===== src/rtl/wb_fifo_slave.sv =====
// wb_fifo_slave: Wishbone B4 classic slave. Host writes are posted into a
// command FIFO for the back-end. Back-end responses queue in a response FIFO
// that the host reads. Sticky error flags and a level interrupt are included.
module wb_fifo_slave #(
    parameter int unsigned DATA_WIDTH = 32,
    parameter int unsigned CMD_DEPTH  = 8,
    parameter int unsigned RSP_DEPTH  = 8
) (
    input  logic                  clk_i,
    input  logic                  rst_i,
    input  logic                  cyc_i,
    input  logic                  stb_i,
    input  logic                  we_i,
    input  logic [1:0]            adr_i,
    input  logic [DATA_WIDTH-1:0] dat_i,
    output logic [DATA_WIDTH-1:0] dat_o,
    output logic                  ack_o,
    output logic                  irq_o,
    output logic                  cmd_valid_o,
    input  logic                  cmd_ready_i,
    output logic [DATA_WIDTH-1:0] cmd_data_o,
    input  logic                  rsp_valid_i,
    output logic                  rsp_ready_o,
    input  logic [DATA_WIDTH-1:0] rsp_data_i
);

    localparam int unsigned CMD_PW = $clog2(CMD_DEPTH);
    localparam int unsigned CMD_CW = CMD_PW + 1;
    localparam int unsigned RSP_PW = $clog2(RSP_DEPTH);
    localparam int unsigned RSP_CW = RSP_PW + 1;

    localparam logic [1:0] ADR_CMD    = 2'd0;
    localparam logic [1:0] ADR_RSP    = 2'd1;
    localparam logic [1:0] ADR_STATUS = 2'd2;
    localparam logic [1:0] ADR_CTRL   = 2'd3;

    localparam logic [CMD_CW-1:0] CMD_FULL_CNT = CMD_CW'(CMD_DEPTH);
    localparam logic [RSP_CW-1:0] RSP_FULL_CNT = RSP_CW'(RSP_DEPTH);

    // Storage arrays (data only; validity is tracked by pointers and counts)
    logic [DATA_WIDTH-1:0] cmd_mem_q [CMD_DEPTH];
    logic [DATA_WIDTH-1:0] rsp_mem_q [RSP_DEPTH];

    // Command FIFO state
    logic [CMD_PW-1:0] cmd_wr_q, cmd_wr_d;
    logic [CMD_PW-1:0] cmd_rd_q, cmd_rd_d;
    logic [CMD_CW-1:0] cmd_cnt_q, cmd_cnt_d;

    // Response FIFO state
    logic [RSP_PW-1:0] rsp_wr_q, rsp_wr_d;
    logic [RSP_PW-1:0] rsp_rd_q, rsp_rd_d;
    logic [RSP_CW-1:0] rsp_cnt_q, rsp_cnt_d;

    // Bus-side registers
    logic                  ack_q, ack_d;
    logic [DATA_WIDTH-1:0] dat_q, dat_d;
    logic                  irq_q, irq_d;
    logic                  ovf_q, ovf_d;
    logic                  udf_q, udf_d;
    logic                  irq_en_q, irq_en_d;

    // Decoded events for the current edge
    logic                  req;
    logic                  bus_wr;
    logic                  bus_rd;
    logic                  flush;
    logic                  cmd_empty, cmd_full;
    logic                  rsp_empty, rsp_full;
    logic                  cmd_push_req, cmd_push, cmd_pop;
    logic                  rsp_pop_req, rsp_pop, rsp_push;
    logic                  cmd_mem_we, rsp_mem_we;
    logic [DATA_WIDTH-1:0] cmd_head;
    logic [DATA_WIDTH-1:0] rsp_head;
    logic [23:0]           status_bits;

    // FIFO flags, heads and the STATUS image
    always_comb begin
        cmd_empty   = (cmd_cnt_q == '0);
        cmd_full    = (cmd_cnt_q == CMD_FULL_CNT);
        rsp_empty   = (rsp_cnt_q == '0);
        rsp_full    = (rsp_cnt_q == RSP_FULL_CNT);
        cmd_head    = cmd_empty ? '0 : cmd_mem_q[cmd_rd_q];
        rsp_head    = rsp_mem_q[rsp_rd_q];
        status_bits = {8'(rsp_cnt_q), 8'(cmd_cnt_q), 2'b00, udf_q, ovf_q,
                       rsp_empty, rsp_full, cmd_empty, cmd_full};
    end

    // Transfer decode and FIFO push/pop qualification
    always_comb begin
        req          = cyc_i & stb_i & ~ack_q;
        bus_wr       = req & we_i;
        bus_rd       = req & ~we_i;
        flush        = bus_wr & (adr_i == ADR_CTRL) & dat_i[1];
        cmd_pop      = ~cmd_empty & cmd_ready_i;
        cmd_push_req = bus_wr & (adr_i == ADR_CMD);
        // A full FIFO still accepts a push when the head leaves on the same edge
        cmd_push     = cmd_push_req & (~cmd_full | cmd_pop);
        rsp_push     = rsp_valid_i & ~rsp_full;
        rsp_pop_req  = bus_rd & (adr_i == ADR_RSP);
        rsp_pop      = rsp_pop_req & ~rsp_empty;
        cmd_mem_we   = cmd_push & ~flush;
        rsp_mem_we   = rsp_push & ~flush;
    end

    // Next-state for pointers, counts, flags, control and bus outputs
    always_comb begin
        cmd_wr_d  = cmd_wr_q;
        cmd_rd_d  = cmd_rd_q;
        cmd_cnt_d = cmd_cnt_q;
        rsp_wr_d  = rsp_wr_q;
        rsp_rd_d  = rsp_rd_q;
        rsp_cnt_d = rsp_cnt_q;
        ovf_d     = ovf_q;
        udf_d     = udf_q;
        irq_en_d  = irq_en_q;
        ack_d     = req;
        dat_d     = '0;
        irq_d     = irq_en_q & (~rsp_empty | ovf_q | udf_q);

        if (flush) begin
            cmd_wr_d  = '0;
            cmd_rd_d  = '0;
            cmd_cnt_d = '0;
            rsp_wr_d  = '0;
            rsp_rd_d  = '0;
            rsp_cnt_d = '0;
        end else begin
            if (cmd_push) begin
                cmd_wr_d = cmd_wr_q + CMD_PW'(1);
            end
            if (cmd_pop) begin
                cmd_rd_d = cmd_rd_q + CMD_PW'(1);
            end
            cmd_cnt_d = cmd_cnt_q + CMD_CW'(cmd_push) - CMD_CW'(cmd_pop);
            if (rsp_push) begin
                rsp_wr_d = rsp_wr_q + RSP_PW'(1);
            end
            if (rsp_pop) begin
                rsp_rd_d = rsp_rd_q + RSP_PW'(1);
            end
            rsp_cnt_d = rsp_cnt_q + RSP_CW'(rsp_push) - RSP_CW'(rsp_pop);
        end

        // Write-1-to-clear first so that a coincident set event wins
        if (bus_wr && (adr_i == ADR_STATUS)) begin
            if (dat_i[4]) begin
                ovf_d = 1'b0;
            end
            if (dat_i[5]) begin
                udf_d = 1'b0;
            end
        end
        if (cmd_push_req && cmd_full && !cmd_pop) begin
            ovf_d = 1'b1;
        end
        if (rsp_pop_req && rsp_empty) begin
            udf_d = 1'b1;
        end

        if (bus_wr && (adr_i == ADR_CTRL)) begin
            irq_en_d = dat_i[0];
        end

        if (bus_rd) begin
            case (adr_i)
                ADR_CMD:    dat_d = cmd_head;
                ADR_RSP:    dat_d = rsp_pop ? rsp_head : '0;
                ADR_STATUS: dat_d = DATA_WIDTH'(status_bits);
                default:    dat_d = DATA_WIDTH'(irq_en_q);
            endcase
        end
    end

    // Control and status registers
    always_ff @(posedge clk_i or posedge rst_i) begin
        if (rst_i) begin
            cmd_wr_q  <= '0;
            cmd_rd_q  <= '0;
            cmd_cnt_q <= '0;
            rsp_wr_q  <= '0;
            rsp_rd_q  <= '0;
            rsp_cnt_q <= '0;
            ack_q     <= 1'b0;
            dat_q     <= '0;
            irq_q     <= 1'b0;
            ovf_q     <= 1'b0;
            udf_q     <= 1'b0;
            irq_en_q  <= 1'b0;
        end else begin
            cmd_wr_q  <= cmd_wr_d;
            cmd_rd_q  <= cmd_rd_d;
            cmd_cnt_q <= cmd_cnt_d;
            rsp_wr_q  <= rsp_wr_d;
            rsp_rd_q  <= rsp_rd_d;
            rsp_cnt_q <= rsp_cnt_d;
            ack_q     <= ack_d;
            dat_q     <= dat_d;
            irq_q     <= irq_d;
            ovf_q     <= ovf_d;
            udf_q     <= udf_d;
            irq_en_q  <= irq_en_d;
        end
    end

    // FIFO storage writes; contents need no reset
    always_ff @(posedge clk_i) begin
        if (cmd_mem_we) begin
            cmd_mem_q[cmd_wr_q] <= dat_i;
        end
        if (rsp_mem_we) begin
            rsp_mem_q[rsp_wr_q] <= rsp_data_i;
        end
    end

    assign dat_o       = dat_q;
    assign ack_o       = ack_q;
    assign irq_o       = irq_q;
    assign cmd_valid_o = ~cmd_empty;
    assign cmd_data_o  = cmd_head;
    assign rsp_ready_o = ~rsp_full;

endmodule


===== config.mk =====
export PLATFORM = sky130hd
export DESIGN_NAME = wb_fifo_slave
export DESIGN_NICKNAME = d
export VERILOG_FILES = /design/src/rtl/wb_fifo_slave.sv
export SDC_FILE = /design/constraint.sdc
export NUM_CORES = 1
export LEC_CHECK = 0
export CAP_MARGIN = 25
export CORE_MARGIN = 5
export CORE_UTILIZATION = 41
export CTS_BUF_LIST = sky130_fd_sc_hd__clkbuf_2
export DETAILED_ROUTE_END_ITERATION = 6
export PLACE_DENSITY = 0.56
export SKIP_LAST_GASP = 1
export SLEW_MARGIN = 30
export SYNTH_ARGS = -nofsm -noshare
export SYNTH_HDL_FRONTEND = slang
export SYNTH_SLANG_ARGS = --single-unit

===== constraint.sdc =====
create_clock -name clk_i -period 4.9 [get_ports clk_i]
set_input_delay 0.98 -clock clk_i [delete_from_list [all_inputs] [get_ports clk_i]]
set_output_delay 0.98 -clock clk_i [all_outputs]
set_load 0.005 [all_outputs]

==> implementation parameters <==
Parameter                              Value

GRT
  First-pass GRT wire length    a little under 80,000 um
  Largest net degree at the start of global routing    52
  Total track usage    0.1781
  Total congestion overflow    0
  Via count of the first global-routing pass    between 10,000 and 15,000
  Initial antenna violation count    4

Yosys
  Cell count after synthesis    1,035
  Distinct cell type count of the synthesized netlist    56
  Fraction of the mapped netlist area in compound gates    0.01977
  Prevailing post-synth register cell    sky130_fd_sc_hd__edfxtp_1
  Asr flop ratio synth    0.1002
  Synthesized net count    roughly 1,100
  Post-Syn Area    22,080 um^2
  Flops & latches, synth    around 570
  Proportion of synthesized chip area in sequential cells    0.7608
  Synth Area per Inst    between 20 and 25 um^2
  Largest family of logic cells by synthesized area    multiplexers
  Share of synthesized area spent on multiplexers    0.1616
  Xor and xnor fraction of the mapped netlist area    0.003966
  Yosys warning total    0
  Synthesized-area fraction occupied by and/or/nand/nor cells    0.02550
  Post-synthesis adder-cell area fraction    0.01088
  Post-synth EDFFs    just over 500

CTS
  CTS clk-pin slew, worst paths    ~0.11 ns
  CTS tree    done
  H-tree level count    4
  Inserted Clock Buffers    144
  CTS Buffer Depth    3
  Skew-Pair Late Insertion Delay    1.28 ns
  Clk sinks    569
  Root Driver    sky130_fd_sc_hd__clkbuf_2

Power
  Total Power Consumption    between 10 and 15 mW
  Power density of the placed cells    507.6 nW/um^2
  Max VDD drop    about 0.00024 V
  Static leakage    8.847 nW

Die
  Die Y    242.1 um
  Effective utilization at floorplan    0.4120
  Number of cell rows    85
  Die span in x    242.1 um
  Num ports    141
  Total Die Area    between 50,000 and 60,000 um^2
  Core ar.    53,600 um^2

Worst setup path
  Reg-to-reg setup timing slack    approximately 1.6 ns
  Kind of start point of the critical path    flip-flop
  Endpoint type of the worst setup path    output port
  Endpoint of the lowest-slack register-to-register path    cmd_cnt_q[2]$_DFF_PP0_
  Crit Path Class    reg2out
  Number of cell instances on the worst register-to-register path    12
  Data arrival time at the worst-slack endpoint    ~3.6 ns
  Source of the worst register-to-register timing path    cmd_cnt_q[2]$_DFF_PP0_
  Required time of the worst setup path    slightly below 4 ns
  Crit Path Max Fanout    35
  Crit path from    cmd_rd_q[0]$_DFFE_PP0P_

Run status
  Status    finished, final reports clean

Drt
  Via total after detailed routing    between 10,000 and 15,000
  Count of antenna-violating nets left after detailed routing    0
  Mean routed wirelength per cell    roughly 24 um
  DR pass1 iterations    7
  DRC Markers    0
  Drt via density    5.296
  1st-iter DRT viols    838
  DRT Wirelength    51,740 um

Finish
  Synthesis-to-finish area growth    17.81%
  Proportion of layout cells with a drive suffix above 1    0.3083
  Final net count    1,406
  Share of the core filled with cells    0.4854
  Design Area, Final    roughly 26,000 um^2
  Number of fill cells in the layout    about 4,600

STA
  RSZ-0062 raised after global routing    no
  Peak Freq    between 200 and 250 MHz
  Tightest Pin Transition    0.9692 ns
  Setup skew after layout    just over 0.07 ns
  Tcrit/Tclk final    0.9403
  Final Hold Violating Endpoints    0
  Max-Slew Margin vs Limit    0.3489
  Total negative slack for setup checks    0 ns
  Worst path setup slack after routing    approximately 0.29 ns
  Final Setup Violations    0
  Final max-slew violation count    0
  Post-route minimum period    ~4.6 ns

Placement
  Total of buffers placed on input and output ports    140
  Final HPWL from detailed placement    a little over 30,000 um
  Instance area after placement    around 25,000 um^2
  Final weighted congestion in routability-driven placement    approximately 0.76
  Pre-CTS setup slack    around 1.2 ns

Min path
  Worst Hold Path Cells    3
  Class of the worst hold path    in2reg
  Hold path endpoint    ack_o$_DFF_PP0_
  Hold wc startpoint    stb_i

Run
  Maxcap violations    0
==> through the flow <==
stage | instances | hold WS (ns)
2_1_floorplan | 1035 | 0.4732
3_5_place_dp | 1858 | 0.5005
5_1_grt | 2122 | 0.2183
6_report | 2124 | 0.3283
3_3_place_gp | 1857 | 0.4847
4_1_cts | 2119 | 0.1180
==> where the power goes <==
group	total (mW)	switching, mW	internal [mW]	leakage (nW)
registers	6.12	0.395	5.73	5.37
clock network	3.29	1.89	1.40	1.03
logic	3.79	1.84	1.95	2.46
==> synthesized netlist by cell type (2+ instances only) <==
cell type                   number  area (um^2)
sky130_fd_sc_hd__a21o_1          2        15.01
sky130_fd_sc_hd__a21oi_1         4        20.02
sky130_fd_sc_hd__a22o_1          2        17.52
sky130_fd_sc_hd__a2bb2oi_1       5        43.79
sky130_fd_sc_hd__a31oi_1         2        12.51
sky130_fd_sc_hd__buf_1           3        11.26
sky130_fd_sc_hd__buf_12          2        40.04
sky130_fd_sc_hd__buf_2          24        120.1
sky130_fd_sc_hd__buf_4           7        52.55
sky130_fd_sc_hd__buf_6           4        45.04
sky130_fd_sc_hd__clkbuf_1        9        33.78
sky130_fd_sc_hd__dfrtp_1        57         1426
sky130_fd_sc_hd__edfxtp_1      512        15370
sky130_fd_sc_hd__fa_1            2        40.04
sky130_fd_sc_hd__ha_1           16        200.2
sky130_fd_sc_hd__inv_1          17        63.81
sky130_fd_sc_hd__mux2_2          5        56.30
sky130_fd_sc_hd__mux2i_1        66        660.6
sky130_fd_sc_hd__mux4_1          4        105.1
sky130_fd_sc_hd__mux4_2        122         2748
sky130_fd_sc_hd__nand2_1         8        30.03
sky130_fd_sc_hd__nand2b_1        4        25.02
sky130_fd_sc_hd__nand3_1         8        40.04
sky130_fd_sc_hd__nand4_1         3        18.77
sky130_fd_sc_hd__nor2_1         60        225.2
sky130_fd_sc_hd__nor2b_1         5        31.28
sky130_fd_sc_hd__nor3_1          5        25.02
sky130_fd_sc_hd__nor3b_1         2        15.01
sky130_fd_sc_hd__o21ai_0         8        40.04
sky130_fd_sc_hd__o21ai_1         5        25.02
sky130_fd_sc_hd__o22a_1          8        70.07
sky130_fd_sc_hd__o22ai_1        19        118.9
sky130_fd_sc_hd__or3_1           3        18.77
sky130_fd_sc_hd__or3b_2          2        17.52
sky130_fd_sc_hd__xnor2_1         5        43.79
sky130_fd_sc_hd__xor2_1          5        43.79
==> cells in the final DEF, fill, tap and decap left out, types with 7 or more instances in the layout <==
cell type	synthesis	routed
sky130_fd_sc_hd__clkbuf_2	0	208
sky130_fd_sc_hd__ha_1	16	16
sky130_fd_sc_hd__nand2_1	8	8
sky130_fd_sc_hd__mux2i_2	0	11
sky130_fd_sc_hd__clkinv_1	0	30
sky130_fd_sc_hd__o21ai_0	8	8
sky130_fd_sc_hd__mux4_2	122	122
sky130_fd_sc_hd__inv_2	1	7
sky130_fd_sc_hd__o22a_1	8	8
sky130_fd_sc_hd__clkdlybuf4s50_1	0	140
sky130_fd_sc_hd__mux2i_1	66	55
sky130_fd_sc_hd__nor2_1	60	48
sky130_fd_sc_hd__nor2_4	0	12
sky130_fd_sc_hd__edfxtp_1	512	512
sky130_fd_sc_hd__o22ai_1	19	19
sky130_fd_sc_hd__dfrtp_1	57	51
sky130_fd_sc_hd__inv_1	17	16
sky130_fd_sc_hd__buf_4	7	34
sky130_fd_sc_hd__nand3_1	8	8
==> layout make-up <==
class                      instances  area (um^2)  share of cell area
tap                              696        870.8             0.03347
antenna                            4        10.01           0.0003847
inverter                          18        67.56            0.002597
clock inverter                    47        319.1             0.01226
clock buffer                     208         1041             0.04001
timing repair buffer             184         1832             0.07041
multi-input combinational        398         5055              0.1943
sequential                       569        16820              0.6466
==> state kept, by name, indices dropped and copies added (netlist names) <==
| signal | cells |
|---|---|
| cmd_wr_q | 3 |
| cmd_rd_q | 3 |
| ack_o | 1 |
| irq_en_q | 1 |
| udf_q | 1 |
| cmd_mem_q | 256 |
| rsp_rd_q | 3 |
| ovf_q | 1 |
| rsp_wr_q | 3 |
| rsp_mem_q | 256 |
| cmd_cnt_q | 4 |
| rsp_cnt_q | 4 |
| dat_o | 32 |
| irq_o | 1 |
==> critical path, stage by stage (launching register included) <==
cell and delay, ns:
sky130_fd_sc_hd__dfrtp_4 0.56, sky130_fd_sc_hd__buf_16 0.28, sky130_fd_sc_hd__mux4_2 0.56, sky130_fd_sc_hd__mux2i_2 0.38, sky130_fd_sc_hd__nor2_1 0.08, sky130_fd_sc_hd__clkdlybuf4s50_1 0.46
==> how the worst max path moves through the flow <==
stage | endpoint | cells after the start | slack (ns)
after detailed placement | cmd_data_o[17] | 5 | 1.16
after CTS | cmd_data_o[17] | 5 | 0.03
final | cmd_data_o[17] | 5 | 0.29
after floorplan | cmd_mem_q[0][0]$_DFFE_PP_ | 4 | 0.39
after global placement | dat_o[19]$_DFF_PP0_ | 6 | 1.16
after global routing | cmd_data_o[17] | 5 | 0.01
==> metal layers <==
metal  vias to the layer above  GRT usage  wire [um]
met4                         2    0.05841        922
met2                       368     0.2754      24830
met3                        72    0.05638       3252
li1                       4910          -          -
met1                      5896     0.2431      22720
met5                         -          0         11
==> timing repair <==
item | in CTS | in global routing
buffers inserted | 5 | 0
hold endpoints to repair | 1 | 0
resized for setup | 10 | 4
hold buffers | 1 | 0
setup endpoints to repair | 25 | 4
==> kinds of logic (layout without fill, tap and decap cells) <==
group                    after synthesis  count (layout)
multiplexers                         197             197
other                                  0               4
adder cells (fa/ha/maj)               18              18
AO/OA/AOI/OAI                         61              61
buffers and inverters                 68             457
AND/OR/NAND/NOR                      112             112
flip-flops                           569             569
XOR/XNOR                              10              10
Note: power is estimated with default switching activity, not from simulation.
